**src/rtl/fix_pkg.sv**
```systemverilog
// Shared constants and types for the FIX message-creation path.
// Trailer byte values, checksum FSM states and an ASCII digit helper.
package fix_pkg;

   localparam logic [7:0] FIX_SOH        = 8'h01;
   localparam logic [7:0] ASCII_ZERO     = 8'h30;
   localparam logic [7:0] ASCII_EQ       = 8'h3D;
   localparam logic [7:0] CHKSUM_TAG_HI  = 8'h31;  // '1' of tag 10
   localparam logic [7:0] CHKSUM_TAG_LO  = 8'h30;  // '0' of tag 10
   localparam int         TRAILER_LEN    = 7;

   typedef enum logic [1:0] {
      IDLE,
      PASS,
      CONV,
      TRAIL
   } checksum_state_t;

   function automatic logic [7:0] bcd_to_ascii(input logic [3:0] digit);
      return ASCII_ZERO + {4'h0, digit};
   endfunction

endpackage

```
**src/rtl/bin8_to_bcd3.sv**
```systemverilog
// Sequential double-dabble: 8-bit binary to three BCD digits, one bit per cycle.
// done_o is high during the final iteration; the digits are valid from the next cycle.
module bin8_to_bcd3 #(
   parameter int CONV_CYCLES = 8
) (
   input  logic       clk,
   input  logic       rst,
   input  logic       start_i,
   input  logic [7:0] bin_i,
   output logic [3:0] hundreds_o,
   output logic [3:0] tens_o,
   output logic [3:0] units_o,
   output logic       done_o
);

   localparam int CNT_W = $clog2(CONV_CYCLES + 1);

   logic [7:0]       shift_q, shift_d;
   logic [11:0]      bcd_q, bcd_d, bcd_adj;
   logic [CNT_W-1:0] cnt_q, cnt_d;

   // NOTE: every value written here gets a default first, so no latch is inferred.
   always_comb begin
      bcd_adj = bcd_q;
      for (int i = 0; i < 3; i++) begin
         if (bcd_q[4*i +: 4] >= 4'd5) bcd_adj[4*i +: 4] = bcd_q[4*i +: 4] + 4'd3;
      end
      shift_d = shift_q;
      bcd_d   = bcd_q;
      cnt_d   = cnt_q;
      if (start_i) begin
         shift_d = bin_i;
         bcd_d   = '0;
         cnt_d   = CNT_W'(CONV_CYCLES);
      end else if (cnt_q != '0) begin
         {bcd_d, shift_d} = {bcd_adj[10:0], shift_q, 1'b0};
         cnt_d            = cnt_q - CNT_W'(1);
      end
   end

   // NOTE: sequential state is updated with non-blocking assignments only.
   always_ff @(posedge clk) begin
      if (rst) begin
         shift_q <= '0;
         bcd_q   <= '0;
         cnt_q   <= '0;
      end else begin
         shift_q <= shift_d;
         bcd_q   <= bcd_d;
         cnt_q   <= cnt_d;
      end
   end

   assign hundreds_o = bcd_q[11:8];
   assign tens_o     = bcd_q[7:4];
   assign units_o    = bcd_q[3:0];
   assign done_o     = (cnt_q == CNT_W'(1));

endmodule

```
**src/rtl/fix_checksum_trailer.sv**
```systemverilog
// Passes FIX header/body bytes through a registered stage, sums them mod 256
// and appends the "10=ddd<SOH>" trailer once the last body byte has gone by.
module fix_checksum_trailer
   import fix_pkg::*;
#(
   parameter int DATA_WIDTH  = 8,
   parameter int CONV_CYCLES = 8
) (
   input  logic                  clk,
   input  logic                  rst,
   input  logic                  start_i,
   input  logic                  in_valid_i,
   input  logic [DATA_WIDTH-1:0] in_byte_i,
   input  logic                  in_last_i,
   output logic                  in_ready_o,
   output logic                  out_valid_o,
   output logic [DATA_WIDTH-1:0] out_byte_o,
   output logic                  out_last_o,
   input  logic                  out_ready_i,
   output logic [7:0]            checksum_o,
   output logic                  busy_o,
   output logic                  done_o
);

   checksum_state_t       state_q, state_d;
   logic [7:0]            sum_q, sum_d, sum_add;
   logic [7:0]            chk_q, chk_d;
   logic [DATA_WIDTH-1:0] out_byte_q, out_byte_d, load_byte;
   logic                  out_valid_q, out_valid_d, out_last_q, out_last_d;
   logic [2:0]            trail_idx_q, trail_idx_d;
   logic                  done_q, done_d;
   logic                  load, load_last, out_free, out_xfer, in_xfer, conv_start, conv_done;
   logic [3:0]            hundreds, tens, units;
   logic [7:0]            trail_byte;

   assign out_free   = !out_valid_q || out_ready_i;
   assign out_xfer   = out_valid_q && out_ready_i;
   assign in_ready_o = (state_q == PASS) && out_free;
   assign in_xfer    = in_valid_i && in_ready_o;
   assign sum_add    = sum_q + in_byte_i;
   // The converter is loaded with the final sum on the same edge the last byte is taken.
   assign conv_start = in_xfer && in_last_i;

   bin8_to_bcd3 #(.CONV_CYCLES(CONV_CYCLES)) u_bcd (
      .clk       (clk),
      .rst       (rst),
      .start_i   (conv_start),
      .bin_i     (sum_add),
      .hundreds_o(hundreds),
      .tens_o    (tens),
      .units_o   (units),
      .done_o    (conv_done)
   );

   always_comb begin
      case (trail_idx_q)
         3'd0:    trail_byte = CHKSUM_TAG_HI;
         3'd1:    trail_byte = CHKSUM_TAG_LO;
         3'd2:    trail_byte = ASCII_EQ;
         3'd3:    trail_byte = bcd_to_ascii(hundreds);
         3'd4:    trail_byte = bcd_to_ascii(tens);
         3'd5:    trail_byte = bcd_to_ascii(units);
         default: trail_byte = FIX_SOH;
      endcase
   end

   always_comb begin
      state_d     = state_q;
      sum_d       = sum_q;
      chk_d       = chk_q;
      trail_idx_d = trail_idx_q;
      done_d      = 1'b0;
      load        = 1'b0;
      load_byte   = trail_byte;
      load_last   = 1'b0;
      case (state_q)
         IDLE: begin
            if (start_i) begin
               sum_d       = '0;
               trail_idx_d = '0;
               state_d     = PASS;
            end
         end
         PASS: begin
            if (in_xfer) begin
               load      = 1'b1;
               load_byte = in_byte_i;
               sum_d     = sum_add;
               if (in_last_i) state_d = CONV;
            end
         end
         CONV: begin
            // Tag byte '1' is queued on the last conversion cycle so it leads at T+9.
            if (conv_done) begin
               chk_d   = sum_q;
               state_d = TRAIL;
               if (out_free) begin
                  load        = 1'b1;
                  trail_idx_d = 3'd1;
               end
            end
         end
         TRAIL: begin
            if (done_q) begin
               state_d = IDLE;
            end else if ((trail_idx_q < 3'(TRAILER_LEN)) && out_free) begin
               load        = 1'b1;
               load_last   = (trail_idx_q == 3'(TRAILER_LEN - 1));
               trail_idx_d = trail_idx_q + 3'd1;
            end
            if (out_xfer && out_last_q) done_d = 1'b1;
         end
         default: state_d = IDLE;
      endcase

      out_byte_d  = out_byte_q;
      out_valid_d = out_valid_q;
      out_last_d  = out_last_q;
      if (load) begin
         out_byte_d  = load_byte;
         out_valid_d = 1'b1;
         out_last_d  = load_last;
      end else if (out_xfer) begin
         out_valid_d = 1'b0;
         out_last_d  = 1'b0;
      end
   end

   always_ff @(posedge clk) begin
      if (rst) begin
         state_q     <= IDLE;
         sum_q       <= '0;
         chk_q       <= '0;
         out_byte_q  <= '0;
         out_valid_q <= 1'b0;
         out_last_q  <= 1'b0;
         trail_idx_q <= '0;
         done_q      <= 1'b0;
      end else begin
         state_q     <= state_d;
         sum_q       <= sum_d;
         chk_q       <= chk_d;
         out_byte_q  <= out_byte_d;
         out_valid_q <= out_valid_d;
         out_last_q  <= out_last_d;
         trail_idx_q <= trail_idx_d;
         done_q      <= done_d;
      end
   end

   assign out_valid_o = out_valid_q;
   assign out_byte_o  = out_byte_q;
   assign out_last_o  = out_last_q;
   assign checksum_o  = chk_q;
   assign busy_o      = (state_q != IDLE);
   assign done_o      = done_q;

endmodule

```
**config.mk**
```make
export PLATFORM = sky130hd
export DESIGN_NAME = fix_checksum_trailer
export DESIGN_NICKNAME = d
export VERILOG_FILES = /design/src/rtl/fix_pkg.sv /design/src/rtl/bin8_to_bcd3.sv /design/src/rtl/fix_checksum_trailer.sv
export SDC_FILE = /design/constraint.sdc
export NUM_CORES = 1
export LEC_CHECK = 0
export ABC_AREA = 1
export ABC_CLOCK_PERIOD_IN_PS = 1600
export CORE_MARGIN = 2
export CORE_UTILIZATION = 50
export CTS_CLUSTER_SIZE = 10
export DETAILED_ROUTE_END_ITERATION = 16
export GPL_TIMING_DRIVEN = 0
export HOLD_SLACK_MARGIN = 0.05
export PLACE_DENSITY = 0.84
export SYNTH_ARGS = -nofsm -noshare
export SYNTH_HDL_FRONTEND = slang
export SYNTH_SLANG_ARGS = --single-unit
```
**constraint.sdc**
```tcl
create_clock -name clk -period 1.6 [get_ports clk]
set_clock_uncertainty 0.15 [all_clocks]
set_input_delay 0.32 -clock clk [delete_from_list [all_inputs] [get_ports clk]]
set_output_delay 0.32 -clock clk [all_outputs]
set_load 0.02 [all_outputs]
```
==> metrics.md, run 1 <==
| Metric | Value |
|---|---|
| Core area | 6350 um2 |
| CP max stage delay | 0.35 ns |
| CTS Hold Bufs | 0 |
| Critical Path AT | 1.90 ns |
| Layout cell share with drive strength beyond 1 | 0.258 |
| Placed insts | 591 |
| Count of pins over their slew limit | 0 |
| Die ar. | 7270 um2 |
| LEAKAGE | 2.08 nW |
| Xor/xnor share of the synthesized area | 0.0292 |
| Worst reg2reg startpoint | state_q[1] |
| Total of max-cap violations | 0 |
| Yosys reg bits | 56 |
| Clock Pin Slew Worst Setup and Hold Paths | 0.12 ns |
| Worst Setup Start Kind | flop |
| Critical path depth | 10 |
| Post-route cell area | 4570 um2 |
| Nets | 586 |
| Ports | 35 |
| Final Hold Viols | 0 |
| Power per cell area | 1500 nW/um2 |
| Synth Warn # | 0 |
| Placed inst area | 3740 um2 |
| Die span in x | 85.2 um |
| Syn-to-layout area delta | 38.5% |
| R2r setup slk | -0.19 ns |
| CTS Root Cell | clkbuf_8 |
| Syn Area/Cell | 6.86 um2 |
| Clock latency on the worst-skew pair | 0.33 ns |
| Initial Util | 0.520 |
| Sequential element share of the synthesized area | 0.340 |
| Yosys cell types | 34 |
| Mux cell area share after synthesis | 0 |
| Setup crit start | state_q[1] |
| Worst EP required | 1.71 ns |
| Critical Path Sink Type | flop |
| RSZ-0062 raised after global routing | true |
| Post-Synth Adder-Cell Area | 0.105 |
| Crit Path Category | flop to flop |
| Crit-path cells | inv_2, ha_4, buf_6, nand3_4, inv_4, nand2_8, buf_8, nand3_1, nand3_2, inv_1 |
| CTS buffer count | 5 |
| Worst setup path end | u_bcd.shift_q[6] |
| Critical Path Fanout Max | 6 |
| CTS H-tree lvls | 2 |
| CTS tree | yes |
| Final wirelength | 10800 um |
| Wire length of the first global-routing pass | 15600 um |
| I/O Buffers | 33 |
| DR vias | 3642 |
| Drt initial violations | 356 |
| Number of antenna violations at the first check in global routing | 0 |
| Largest family of logic cells by synthesized area | simple AND/OR/NAND/NOR gates |
| Reg2Reg Capture Point | u_bcd.shift_q[6] |
| Worst Hold Depth | 2 |
| Highest clock rate | 0.559 GHz |
| Final non-filler cell total | 623 |
| Antenna cells | 0 |
| Max_slew headroom | 0.579 |
| DRT Pass-1 Iters | 6 |
| Vias in the first global route | 3309 |
| Final Worst Setup Slack | -0.188 ns |
| Slew @ Worst Pin | 0.632 ns |
| Post-Place Worst Slack | -0.597 ns |
| HPWL after DPL | 6170 um |
| Crit path buffers/inverters | 5 |
| DRC | 0 |
| Failing checks | setup timing |
| Compound-Gate Fraction of Synth Area | 0.138 |
| Row Count | 29 |
| Status | complete, but fails checks |
| GRT Total Usage | 0.270 |
| Final ANT Viol Nets | 0 |
| Global route overflow | 0 |
| Clk sinks | 56 |
| Post-Syn Area | 3300 um2 |
| Syn_nets | 522 |
| R2r worst-path depth | 10 |
| Final period utilization | 1.12 |
| Simple-Gate Fraction of Synth Area | 0.284 |
| Drt via density | 5.85 |
| Max Root-Sink Buffers | 2 |
| CP top delay family | buffers and inverters |
| Routed length per instance | 17.4 um |
| Worst VDD drop | 1.24 mV |
| Final Critical Period | 1.79 ns |
| Setup Viol. Count Final | 53 |
| Placer Congestion | 0.864 |
| Die Height | 85.2 um |
| Crit-path slowest cell | dfxtp_2 |
| Largest net degree at the start of global routing | 19 |
| Gate Count Post-Synth | 481 |
| Worst min-delay path category | input pin to flop |
[cells in the final DEF, fill, tap and decap left out, types with 5 or more instances in the layout]
cell,n
dlygate4sd2_1,26
inv_1,58
xor2_1,6
nand2_1,90
ha_1,11
nor2_4,6
o21ai_0,21
a21oi_2,7
nand3_1,26
buf_6,7
o21ai_1,13
nor2_2,6
ha_4,10
inv_2,8
buf_8,5
nand4_1,5
dfxtp_1,45
clkbuf_8,6
a21oi_1,35
nand3_2,9
dfxtp_2,8
nor2_1,43
nand2_2,11
ha_2,5
buf_4,14
[where the power goes]
group	internal, W	total (W)	switching [W]
Combinational	0.00161	0.00401	0.00240
Clock	0.000313	0.000840	0.000528
Sequential	0.00173	0.00202	0.000290
Total	0.00365	0.00687	0.00322
[worst register-to-register path: stages (launching register included)]
cell and delay [ns]:
dfxtp_2 0.35, inv_2 0.09, ha_4 0.15, buf_6 0.11
nand3_4 0.15, inv_4 0.13, nand2_8 0.11, buf_8 0.16
nand3_1 0.13, nand3_2 0.11, inv_1 0.09
[cell usage after synthesis, drive strengths merged]
master / n / share of area
nand3: 39 / 0.064
nand4: 5 / 0.0095
a211oi: 1 / 0.0023
inv: 72 / 0.082
o21ai: 40 / 0.062
nor2: 55 / 0.063
nand2: 105 / 0.13
nand3b: 3 / 0.0068
xnor2: 5 / 0.013
nor3: 4 / 0.0061
or2: 3 / 0.0057
a21boi: 1 / 0.0023
buf: 5 / 0.013
xor2: 6 / 0.016
a31oi: 2 / 0.0038
ha: 26 / 0.099
clkbuf: 8 / 0.0095
dfxtp: 56 / 0.34
a21oi: 42 / 0.064
o21bai: 1 / 0.0023
o211ai: 1 / 0.0023
fa: 1 / 0.0061
[through the flow]
step	power (W)	util	hold slack (ns)	setup TNS, ns
floorplan	0.00393	-	0.290	-0.00118
global placement	0.00466	0.589	0.284	-20.27
detailed placement	0.00475	0.589	0.289	-21.51
CTS	0.00606	0.665	0.258	-1.17
global route	0.00726	0.719	0.316	-7.49
finish	0.00687	0.719	0.288	-4.39
[worst min path at each step]
stage | from | endpoint | slack, ns
after global routing | rst | sum_q[1] | 0.32
after global placement | checksum_o[1] | checksum_o[1] | 0.28
after detailed placement | checksum_o[2] | checksum_o[2] | 0.29
after floorplan | u_bcd.shift_q[7] | u_bcd.bcd_q[0] | 0.29
final | rst | sum_q[0] | 0.29
after CTS | rst | sum_q[1] | 0.26
[cell families (layout without fill, tap and decap cells)]
group | Yosys count | after routing
and+or+nand+nor | 214 | 215
buffers and inverters | 85 | 149
AOI/OAI and AO/OA | 88 | 88
DFF | 56 | 56
xor gates and xnor gates | 11 | 11
adders and majority gates | 27 | 27
[layer usage]
| metal | track usage | vias up | wire length [um] |
|---|---|---|---|
| met1 | 0.343 | 1685 | 4260 |
| met2 | 0.442 | 224 | 5210 |
| met5 | 0 | - | 0 |
| met3 | 0.0632 | 63 | 858 |
| li1 | - | 1670 | - |
| met4 | 0.113 | 0 | 510 |
[area by class of cell]
type,instances,area [um2]
Multi-Input combinational cell,341,2250
Fill cell,448,1780
Sequential cell,56,1140
Timing Repair Buffer,56,576
Inverter,72,300
Buffer,13,118
Tap cell,77,96.3
Clock buffer,5,68.8
Clock inverter,3,21.3
[registers in the layout, indices dropped and copies added, names as in the netlist]
| signal | count |
|---|---|
| u_bcd.shift_q | 8 |
| u_bcd.bcd_q | 12 |
| out_last_o | 1 |
| state_q | 2 |
| sum_q | 8 |
| out_valid_o | 1 |
| trail_idx_q | 3 |
| done_o | 1 |
| checksum_o | 8 |
| out_byte_o | 8 |
| u_bcd.cnt_q | 4 |
[repair_timing]
item | in CTS | in global routing
hold endpoints to repair | 0 | 0
setup endpoints to repair | 75 | 52
gates resized for setup | 96 | 95
cloned | 3 | 2
pin swaps | 17 | 22
setup buffers | 14 | 5
Note: power is estimated with default switching activity, not from simulation.
==> run 2, diff against run 1 <==
--- a/config.mk
+++ b/config.mk
@@ -8,12 +8,13 @@
 export ABC_AREA = 1
 export ABC_CLOCK_PERIOD_IN_PS = 1600
 export CORE_MARGIN = 2
-export CORE_UTILIZATION = 50
+export CORE_UTILIZATION = 40
 export CTS_CLUSTER_SIZE = 10
 export DETAILED_ROUTE_END_ITERATION = 16
 export GPL_TIMING_DRIVEN = 0
 export HOLD_SLACK_MARGIN = 0.05
-export PLACE_DENSITY = 0.84
+export PLACE_DENSITY = 0.71
 export SYNTH_ARGS = -nofsm -noshare
 export SYNTH_HDL_FRONTEND = slang
+export SYNTH_HIERARCHICAL = 1
 export SYNTH_SLANG_ARGS = --single-unit
==> run 2 against run 1 <==
Effect of this change: the flow still finishes with violations (setup timing); largest cell class unchanged; flip-flop and latch count unchanged; highest routed layer unchanged; sequential power fell by 2%; final area increased by 2.2%; critical endpoint is now u_bcd/shift_q[4].
==> metrics.md, run 2 <==
| Metric | Value |
|---|---|
| Global route overflow | 0 |
| Yosys reg bits | 56 |
| Final Critical Period | 1.95 ns |
| DR vias | 3400 |
| Largest net degree at the start of global routing | 18 |
| Worst EP required | 1.70 ns |
| Slew @ Worst Pin | 0.673 ns |
| LEAKAGE | 2.13 nW |
| Crit Path Category | flop to flop |
| DRC | 0 |
| Worst min-delay path category | input pin to flop |
| Area leader, netlist | dfxtp_1 |
| Top FF cell, synth | dfxtp_1 |
| Layout cell share with drive strength beyond 1 | 0.290 |
| Ys async rst share | 0 |
| R2r worst-path depth | 13 |
| Worst Setup Start Kind | flop |
| Core area | 8180 um2 |
| Commonest cells after routing, fill and taps aside | nand2_1 (111), inv_1 (51), dfxtp_1 (46) |
| Post-synth top area share | 0.332 |
| Most flops, register | u_bcd/bcd_q |
| Status | complete, but fails checks |
| Vias in the first global route | 3080 |
| Highest clock rate | 0.512 GHz |
| Clock Pin Slew Worst Setup and Hold Paths | 0.11 ns |
| Placer Congestion | 0.964 |
| Hold path startpoint | out_ready_i |
| Clk sinks | 56 |
| Initial Util | 0.412 |
| Final Worst Setup Slack | -0.353 ns |
| Count of pins over their slew limit | 0 |
| Final period utilization | 1.22 |
| Die ar. | 9180 um2 |
| Worst reg2reg startpoint | sum_q[0] |
| Number of antenna violations at the first check in global routing | 0 |
| Fin util | 0.571 |
| Drt via density | 5.05 |
| CP max stage delay | 0.37 ns |
| HPWL after DPL | 5990 um |
| Routed length per instance | 13.8 um |
| CTS buffer count | 5 |
| Syn-to-layout area delta | 38.5% |
| DRT Pass-1 Iters | 4 |
| Final wirelength | 9310 um |
| RSZ-0062 raised after global routing | true |
| R2r setup slk | -0.35 ns |
| Commonest non-fill, non-tap cell in the layout | nand2_1 |
| Nets | 608 |
| Final Hold Viols | 0 |
| Largest register FFs | 12 |
| Clock latency on the worst-skew pair | 0.32 ns |
| Sequential element share of the synthesized area | 0.332 |
| Reg2Reg Capture Point | u_bcd/shift_q[4] |
| I/O Buffers | 34 |
| Syn_nets | 530 |
| Top cells by count, synth | nand2_1 (125), inv_1 (62), dfxtp_1 (56) |
| Dominant cells by area after synthesis | dfxtp_1 (33%), nand2_1 (14%), ha_1 (9.6%), inv_1 (6.9%), nand3_1 (6.5%) |
| Gate Count Post-Synth | 489 |
| Worst Hold Depth | 3 |
| Final ANT Viol Nets | 0 |
| Yosys cell types | 39 |
| WL met2 | 4610 um |
| Post-Place Worst Slack | -0.924 ns |
| Power per cell area | 1480 nW/um2 |
| Row Count | 33 |
| Placed insts | 628 |
| Met3 WL | 354 um |
| GRT Total Usage | 0.193 |
| Die span in x | 95.8 um |
| Critical Path Sink Type | flop |
| Failing checks | setup timing |
| Final non-filler cell total | 673 |
| WHS | 0.267 ns |
| Post-Syn Area | 3370 um2 |
| Critical Path AT | 2.05 ns |
| Syn Area/Cell | 6.90 um2 |
| Crit-path cells | ha_4, inv_2, fa_2, inv_2, nand2_4, nand2_2, and2_4, or2_1, and2_1, nand2_1, o21ai_1, nand2_1, a21oi_2 |
| Drt initial violations | 144 |
| Met1 wire length | 4190 um |
| Ports | 35 |
| Top layer reached by signal wires | met4 |
| Max_slew headroom | 0.551 |
| Max Root-Sink Buffers | 2 |
| Total of max-cap violations | 0 |
| Crit-path slowest cell | dfxtp_2 |
| CTS tree | yes |
| CTS Root Cell | clkbuf_8 |
| Worst VDD drop | 0.638 mV |
| Die Height | 95.8 um |
| Critical Path Fanout Max | 2 |
| CTS H-tree lvls | 2 |
| Hold endpoint | done_o |
| Antenna cells | 0 |
| Most frequent cell after synthesis | nand2_1 |
| Wire length of the first global-routing pass | 13800 um |
| Setup Viol. Count Final | 54 |
| Post-synth EDFFs | 0 |
| Synth Warn # | 6 |
[run 2: cells by family (layout without fill, tap and decap cells)]
logic type	count (synthesis)	count (layout)	synth area share
fa+ha+maj	27	27	0.102
flops	56	56	0.332
compound gates	73	73	0.115
simple gates	251	252	0.339
xor+xnor	3	3	0.00779
buf+inv	79	157	0.104
[run 2: report_power, final]
group          internal (W)  leakage, nW  switching, W
clock              0.000465       0.0541      0.000500
sequential          0.00170        0.459      0.000277
combinational       0.00167         1.62       0.00229
total               0.00383         2.13       0.00306
[run 2: timing repair]
item,4_1_cts,5_1_grt
endpoints found under the setup margin,72,56
cloned,2,0
pin swaps,39,26
hold buffers,0,0
resized for setup,109,43
buffers inserted,21,16
[run 2: layer usage]
layer  global-route usage  vias up
li1                     -     1710
met1                0.248     1595
met2                0.326       84
met3               0.0313       11
met4               0.0667        0
met5                    0        -
[run 2: final cells by class]
| cell class | instances | area [um2] |
|---|---|---|
| inverters | 71 | 313 |
| plain buffers | 7 | 68.8 |
| repair buffers | 71 | 632 |
| flip-flops and latches | 56 | 1140 |
| well taps | 105 | 131 |
| clock inverters | 3 | 42.5 |
| fillers | 726 | 3510 |
| clock buffers | 5 | 68.8 |
| multi-input cells | 355 | 2280 |
[run 2: through the flow]
step / instance area [um2] / TNS [ns] / power [W]
2_1_floorplan: 3460 / -0.656 / 0.00413
3_3_place_gp: 3930 / -27.57 / 0.00482
3_5_place_dp: 3930 / -28.15 / 0.00489
4_1_cts: 4420 / -6.84 / 0.00643
5_1_grt: 4670 / -14.24 / 0.00737
6_report: 4670 / -9.40 / 0.00690
[run 2: how the worst max path moves through the flow]
stage                            start          endpoint  slack, ns  cells past startpoint
after floorplan               sum_q[0]  u_bcd/shift_q[4]      -0.24                     13
after global placement    in_byte_i[0]  u_bcd/shift_q[4]      -0.90                     14
final                         sum_q[0]  u_bcd/shift_q[4]      -0.35                     13
after CTS                     sum_q[0]  u_bcd/shift_q[4]      -0.36                     13
after detailed placement  in_byte_i[0]  u_bcd/shift_q[4]      -0.92                     14
after global routing          sum_q[0]  u_bcd/shift_q[4]      -0.48                     13
[run 2: worst max-delay path, delay by kind of cell, from the launching register on]
kind,cells,cell delay (ns)
and+or+nand+nor,7,0.60
adders and majority gates,2,0.47
DFF,1,0.37
AOI/OAI and AO/OA,2,0.18
buffers and inverters,2,0.12
